==> src/rtl/serial_sum_collector_if.sv <==
// Bit-serial input and word-output handshake bundle for serial_sum_collector.
interface serial_sum_collector_if #(
    parameter int WIDTH = 8
);
    logic             bit_in;
    logic             bit_valid;
    logic             bit_first;
    logic             carry_in;
    logic             bit_ready;
    logic [WIDTH-1:0] out_data;
    logic             out_carry;
    logic             out_valid;
    logic             out_ready;

    modport master (
        output bit_in, bit_valid, bit_first, carry_in, out_ready,
        input  bit_ready, out_data, out_carry, out_valid
    );

    modport slave (
        input  bit_in, bit_valid, bit_first, carry_in, out_ready,
        output bit_ready, out_data, out_carry, out_valid
    );
endinterface

==> src/rtl/serial_sum_collector.sv <==
// Collects LSB-first serial sum bits into WIDTH-bit words (plus final carry)
// and queues them in a small output FIFO.
module serial_sum_collector #(
    parameter int WIDTH = 8,
    parameter int DEPTH = 2
) (
    input  logic                 clock,
    input  logic                 reset,
    serial_sum_collector_if.slave bus,
    output logic                 overflow_err,
    output logic                 framing_err,
    output logic [7:0]           word_count
);
    localparam int CW = $clog2(WIDTH + 1);
    localparam int PW = $clog2(DEPTH);
    localparam logic [CW-1:0] LAST_IDX = CW'(WIDTH - 1);
    localparam logic [PW:0]   FULL_OCC = (PW + 1)'(DEPTH);

    logic [CW-1:0]    bit_cnt;
    logic [WIDTH-1:0] asm_reg;
    logic [WIDTH:0]   mem [DEPTH];
    logic [PW-1:0]    wr_ptr;
    logic [PW-1:0]    rd_ptr;
    logic [PW:0]      occ;

    logic             ready_int;
    logic             valid_int;
    logic             accept;
    logic             push;
    logic             pop;
    logic [CW-1:0]    cnt_base;
    logic [WIDTH-2:0] upper_bits;
    logic [WIDTH-1:0] next_word;
    logic [WIDTH:0]   head;

    always_comb begin
        ready_int  = (occ != FULL_OCC);
        valid_int  = (occ != '0);
        accept     = bus.bit_valid && ready_int;
        // bit_first restarts assembly: the current bit is treated as bit 0
        cnt_base   = bus.bit_first ? '0 : bit_cnt;
        upper_bits = bus.bit_first ? '0 : asm_reg[WIDTH-1:1];
        next_word  = {bus.bit_in, upper_bits};
        push       = accept && (cnt_base == LAST_IDX);
        pop        = valid_int && bus.out_ready;
        head       = mem[rd_ptr];
    end

    assign bus.bit_ready = ready_int;
    assign bus.out_valid = valid_int;
    assign bus.out_data  = valid_int ? head[WIDTH-1:0] : '0;
    assign bus.out_carry = valid_int ? head[WIDTH] : 1'b0;

    always_ff @(posedge clock or posedge reset) begin
        if (reset) begin
            bit_cnt      <= '0;
            asm_reg      <= '0;
            overflow_err <= 1'b0;
            framing_err  <= 1'b0;
            word_count   <= '0;
        end else begin
            if (bus.bit_valid && !ready_int)
                overflow_err <= 1'b1;
            if (accept) begin
                asm_reg <= next_word;
                bit_cnt <= push ? '0 : cnt_base + CW'(1);
                if (bus.bit_first && (bit_cnt != '0))
                    framing_err <= 1'b1;
            end
            if (push)
                word_count <= word_count + 8'd1;
        end
    end

    always_ff @(posedge clock or posedge reset) begin
        if (reset) begin
            for (int unsigned i = 0; i < DEPTH; i++)
                mem[i] <= '0;
            wr_ptr <= '0;
            rd_ptr <= '0;
            occ    <= '0;
        end else begin
            if (push) begin
                mem[wr_ptr] <= {bus.carry_in, next_word};
                wr_ptr      <= wr_ptr + PW'(1);
            end
            if (pop)
                rd_ptr <= rd_ptr + PW'(1);
            case ({push, pop})
                2'b10:   occ <= occ + (PW + 1)'(1);
                2'b01:   occ <= occ - (PW + 1)'(1);
                default: occ <= occ;
            endcase
        end
    end
endmodule

==> src/flat_wrapper.sv <==
// flat-port wrapper written by rule: the top's interface ports become plain ports
module serial_sum_collector_flat 
#(
    parameter int WIDTH = 8,
    parameter int DEPTH = 2
)
  (clock, reset, overflow_err, framing_err, word_count, bus_bit_in, bus_bit_valid, bus_bit_first, bus_carry_in, bus_out_ready, bus_bit_ready, bus_out_data, bus_out_carry, bus_out_valid);
  serial_sum_collector_if #(.WIDTH(WIDTH)) bus_i ();
  input  logic clock;
  input  logic reset;
  output logic overflow_err;
  output logic framing_err;
  output logic [7:0] word_count;
  input wire logic [$bits(bus_i.bit_in)-1:0] bus_bit_in;
  input wire logic [$bits(bus_i.bit_valid)-1:0] bus_bit_valid;
  input wire logic [$bits(bus_i.bit_first)-1:0] bus_bit_first;
  input wire logic [$bits(bus_i.carry_in)-1:0] bus_carry_in;
  input wire logic [$bits(bus_i.out_ready)-1:0] bus_out_ready;
  output wire logic [$bits(bus_i.bit_ready)-1:0] bus_bit_ready;
  output wire logic [$bits(bus_i.out_data)-1:0] bus_out_data;
  output wire logic [$bits(bus_i.out_carry)-1:0] bus_out_carry;
  output wire logic [$bits(bus_i.out_valid)-1:0] bus_out_valid;
  assign bus_i.bit_in = bus_bit_in;
  assign bus_i.bit_valid = bus_bit_valid;
  assign bus_i.bit_first = bus_bit_first;
  assign bus_i.carry_in = bus_carry_in;
  assign bus_i.out_ready = bus_out_ready;
  assign bus_bit_ready = bus_i.bit_ready;
  assign bus_out_data = bus_i.out_data;
  assign bus_out_carry = bus_i.out_carry;
  assign bus_out_valid = bus_i.out_valid;
  serial_sum_collector #(.WIDTH(WIDTH), .DEPTH(DEPTH)) u_core (.clock(clock), .reset(reset), .bus(bus_i), .overflow_err(overflow_err), .framing_err(framing_err), .word_count(word_count));
endmodule
==> config.mk <==
export PLATFORM = sky130hd
export DESIGN_NAME = serial_sum_collector_flat
export DESIGN_NICKNAME = d
export VERILOG_FILES = /design/src/rtl/serial_sum_collector_if.sv /design/src/rtl/serial_sum_collector.sv /design/src/flat_wrapper.sv
export SDC_FILE = /design/constraint.sdc
export NUM_CORES = 1
export LEC_CHECK = 0
export ABC_CLOCK_PERIOD_IN_PS = 2300
export BUFFER_PORTS_ARGS = -buffer_cell sky130_fd_sc_hd__clkbuf_2
export CORE_ASPECT_RATIO = 0.7
export CORE_MARGIN = 4
export CORE_UTILIZATION = 56
export CTS_CLUSTER_SIZE = 40
export DETAILED_ROUTE_END_ITERATION = 10
export GPL_ROUTABILITY_DRIVEN = 0
export PLACE_DENSITY = 0.9
export SLEW_MARGIN = 20
export SYNTH_ARGS = -nofsm -noshare
export SYNTH_HDL_FRONTEND = slang
export SYNTH_SLANG_ARGS = --single-unit
==> constraint.sdc <==
create_clock -name clock -period 2.3 [get_ports clock]
set_input_delay 0.46 -clock clock [delete_from_list [all_inputs] [get_ports clock]]
set_output_delay 0.46 -clock clock [all_outputs]
set_load 0.01 [all_outputs]
# == Word level (Yosys, flattened, before mapping) ==
# Index checks and enable logic that the tools add are counted.
# totals
regBits,44
input_bits,7
output_inout_bits,21
wordCells,48
# classes
order_cmp,3
mux,12
bitwise,2
n_eq_ne,4
n_addsub,6
n_reduce_logical,11
# ops
operator,count
$mux W9,4
$bwmux W18,1
$demux W9 S1,1
$add A8 B1 Y8 const B,1
$mux W4,2
$mux W8,1
$mux W7,1
$logic_and A1 B1 Y1,6
$add A4 B1 Y4 const B,1
$eq A4 B3 Y1 const B,1
$ge A2 B2 Y1 const B,2
$not A1 Y2,2
$pmux W2 S2,1
$reduce_bool A2 Y1,2
$reduce_bool A4 Y1,1
$add A1 B1 Y1 const B,2
$add A2 B1 Y2 const B,1
$eq A2 B1 Y1 const B,1
$eq A2 B2 Y1 const B,1
$lt A2 B1 Y1 const B,1
$ne A2 B2 Y1 const B,1
$reduce_and A2 Y1,1
$sub A2 B1 Y2 const B,1
$logic_not A1 Y1,1
$mux W1,1

# == Depth between registers and ports, before layout ==
# logic_depth
word_depth,6
ltp_mapped,11
ltp_nobuf,9

# == Worst setup path before layout ==
# OpenSTA, ideal clock, no wires.
# synth_path
kind,input to register
from,input bus_bit_first
to,register u_core.occ[1]
required_ns,2.221
path_buffers,2
path_slack_ns,0.102
arrival_time_ns,2.118
cell_stages,10
setup_time_ns,0.079
path_cell_list,clkbuf_1 -> nor2b_1 -> ha_1 -> and4bb_1 -> and3_1 -> buf_6 -> inv_6 -> ha_1 -> nor2_1 -> xor2_1
# synth_between
elab_chain_len,5
word_cells_on_any_way,7
cone_classes,eq/ne (3); mux (2); reduce/logical (2)
# synth_lines
item,line_no,source
from (decl),flat_wrapper.sv:16,input wire logic [$bits(bus_i.bit_first)-1:0] bus_bit_first;
$mux W4 (*),serial_sum_collector.sv:41,cnt_base = bus.bit_first ? '0 : bit_cnt;
$eq A4 B3 Y1 (*),serial_sum_collector.sv:44,push = accept && (cnt_base == LAST_IDX);
$logic_and A1 B1 Y1 (*),serial_sum_collector.sv:44,
$eq A2 B1 Y1 or $eq A2 B2 Y1 (tied branches),serial_sum_collector.sv:89,"case ({push, pop})"
$pmux W2 S2 or $reduce_bool A2 Y1 (tied branches),-,
to (signal assigned),serial_sum_collector.sv:90,2'b10: occ <= occ + (PW + 1)'(1);
to (signal assigned),serial_sum_collector.sv:91,2'b01: occ <= occ - (PW + 1)'(1);
to (decl),serial_sum_collector.sv:24,logic [PW:0] occ;
# Mark *: on every way between the ends. The rest lies on a longest branch, timed or not.
# A chain may end at the register's enable or synchronous reset.

# == Worst setup path after layout ==
# layout_path
from,register u_core.bit_cnt[0]
to,register u_core.mem[15] in the netlist's numbering
# layout_between
elab_chain_len,3
# layout_lines
item,line_no,source
from (decl),serial_sum_collector.sv:19,logic [CW-1:0] bit_cnt;
from (signal assigned),serial_sum_collector.sv:66,bit_cnt <= push ? '0 : cnt_base + CW'(1);
$mux W4,serial_sum_collector.sv:41,
$eq A4 B3 Y1,serial_sum_collector.sv:44,
$logic_and A1 B1 Y1,serial_sum_collector.sv:44,
"to (signal, indexed assignment)",serial_sum_collector.sv:84,"mem[wr_ptr] <= {bus.carry_in, next_word};"
to (decl),serial_sum_collector.sv:21,logic [WIDTH:0] mem [DEPTH];
# Every way passes these cells.

==> flow_summary.toml <==
[critical_path]
cp_max_fo = 10
worst-setup-path-type = "reg -> reg"
ff2ff_path_depth = 7
arrival_ps = 2350
r2r-end = "u_core.mem[15]"
reg2reg_slack_ps = 140
rr_startpoint = "u_core.bit_cnt[0]"
start_kind = "flip-flop"
critPathCaptureType = "flip-flop"
cp.required_ps = 2490

[sta]
fmax_mhz = 462
finalCritPeriodShare_pct = 94.1
setup_slack_ps = 137
finalSetupViolations = 0
finalHoldViolCount = 0
whs_ps = 257
tightest_slew_ps = 572
clock_skew_ps = 7.40
min_period_ps = 2160
rsz0062_at_grt = "false"
slew_violations = 0
maxSlewHeadroom_pct = 61.9

[grt]
grtUsageMet2_pct = 34.2
grt_pass1_vias = 1372
use_met1_pct = 24.3
grt_antenna_before_repair = 0
grt_max_degree = 44
grt_first_pass_wirelength_um = 6760
grt-ovfl-total = 0
met3_usage_pct = 6.21
groute.usage.overall_pct = 19.8
grt.busiest_layer = "met2"

[pwr]
ir_drop_mv = 0.426
p_leak_nw = 1.19
powerDensity_nw_per_um2 = 815

[floorplan]
dieArea_um2 = 4560
die_x_um = 79.0
design.core.area_um2 = 3280
fp.dieH_um = 57.7
top_level_ports = 28
std_cell_rows = 17
start_util_pct = 60.4

[clocking]
h-tree-depth = 2
cts_tree = "done"
cts_root_buf = "clkbuf_8"
clk_pin_slew_ps = 80
numCtsBuffers = 5
insertion_delay_ps = 300
cts_buffer_depth = 2
cts.sinks = 43

[route]
vias_per_cell = 5.45
routed_wl_um = 4020
vias = 1308
drc = 0
drt_iter0_markers = 55
drtPass1Iterations = 4
ant_nets = 0
wl_per_cell_um = 16.8

[final_layout]
syn_to_final_growth_pct = 14.2
finalNetCount = 202
fin_area_um2 = 2260
num_antenna_cells = 0
largest_register_ffs = 18
final_common_cell = "dfrtp_1"
final_cell_mix = "43 x dfrtp_1, 27 x clkbuf_2, 25 x mux2_2"
drive_above_1_share_pct = 35.8

[synth]
synthDistinctLibCells = 29
syn_area_um2 = 1980
synth_largest_area_cell = "dfrtp_1"
avgSynthCellArea_um2 = 12.4
syn_inst = 159
ys_top_cells_by_area = "dfrtp_1 54%, mux2_2 14%, mux2i_1 4.6%, nor2b_1 3.2%, xnor2_1 3.1%"
synth_fp_nets = 169
ys_seq_elements = 43
ys_seq_area_share_pct = 54.4
ys_warn_count = 0
synth_top_area_share_pct = 54.4

[placed_design]
port_buffers = 27
placed_area_um2 = 2170
pre_cts_slack_ps = -105
dp_hpwl_um = 2860

[outcome]
status = "finished clean"

[flow_run]
maxCapViolations = 0

[min_path]
hold_class = "in -> async"
-- report_power, final --
group          switching [mW]  internal (mW)
registers               0.120          0.847
clock network           0.256          0.213
logic                   0.208          0.196
total                   0.584           1.26
-- cells by family (layout without fill, tap and decap cells) --
family	after synthesis	count (layout)	share of synthesized area, %
buf+inv	11	45	2.78
fa+ha+maj	3	3	1.90
xor+xnor	11	11	4.87
compound gates	11	11	3.86
mux	34	34	18.8
flops	43	43	54.4
simple gates	46	46	13.4
-- cell usage after synthesis --
library cell	instances
o21bai_1	2
nand4_1	3
nand3_1	3
nor3_2	2
nand2b_1	1
a31oi_1	3
nor2b_1	10
buf_2	1
nand2_1	10
o41ai_1	1
and4_1	1
clkbuf_1	3
buf_6	1
inv_6	1
inv_1	5
ha_1	3
o31ai_1	2
mux2i_1	9
xor2_1	4
and3_1	1
xnor2_1	7
nand2_4	1
dfrtp_1	43
o21ai_0	2
a22o_1	1
nor2_8	1
nor2_1	12
mux2_2	25
and4bb_1	1
-- through the flow --
stage / cells / TNS, ps / power (mW) / utilization, %
after floorplan: 159 / 0 / 1.25 / -
final: 240 / 0 / 1.84 / 68.9
after global routing: 240 / 0 / 1.93 / 68.9
after global placement: 232 / 0 / 1.34 / 66.3
after CTS: 240 / 0 / 1.84 / 68.8
after detailed placement: 232 / -949 / 1.38 / 66.3
-- what timing repair did --
item                                    in CTS  in global routing
hold buffers                                 0                  0
buffers inserted                             0                  0
endpoints found under the setup margin       0                 17
gates resized for setup                      0                  2
-- area by class of cell --
class	instances	area [um^2]
Inverter	6	27.5
Clock buffer	7	76.3
Sequential cell	43	1080
Clock inverter	1	5.00
Tap cell	47	58.8
Multi-Input combinational cell	105	850
Timing Repair Buffer	31	165
Fill cell	235	1020
-- critical path: stages (launching register included) --
cell      delay (ps)
dfrtp_1          430
nor2b_2          190
ha_1             240
and4bb_1         250
and3_2           240
buf_4            170
nand2_4          160
mux2_2           370
-- layer usage --
| layer | wire length, um | up-vias | share of wire, % |
|---|---|---|---|
| met4 | 63 | 0 | 1.6 |
| li1 | - | 614 | - |
| met3 | 190 | 10 | 4.7 |
| met5 | 0 | - | 0 |
| met2 | 2040 | 31 | 51 |
| met1 | 1730 | 653 | 43 |
-- how the worst max path moves through the flow --
stage / from / endpoint / slack, ps / cells after the start
floorplan: bus_bit_first / u_core.occ[1] / 100 / 10
global placement: bus_bit_first / u_core.occ[1] / 80 / 9
detailed placement: bus_bit_first / u_core.occ[1] / -100 / 9
CTS: u_core.bit_cnt[0] / u_core.occ[1] / 70 / 8
global route: u_core.bit_cnt[0] / u_core.occ[1] / 20 / 9
finish: u_core.bit_cnt[0] / u_core.mem[15] / 140 / 7
Power figures use the tool's default switching activity.
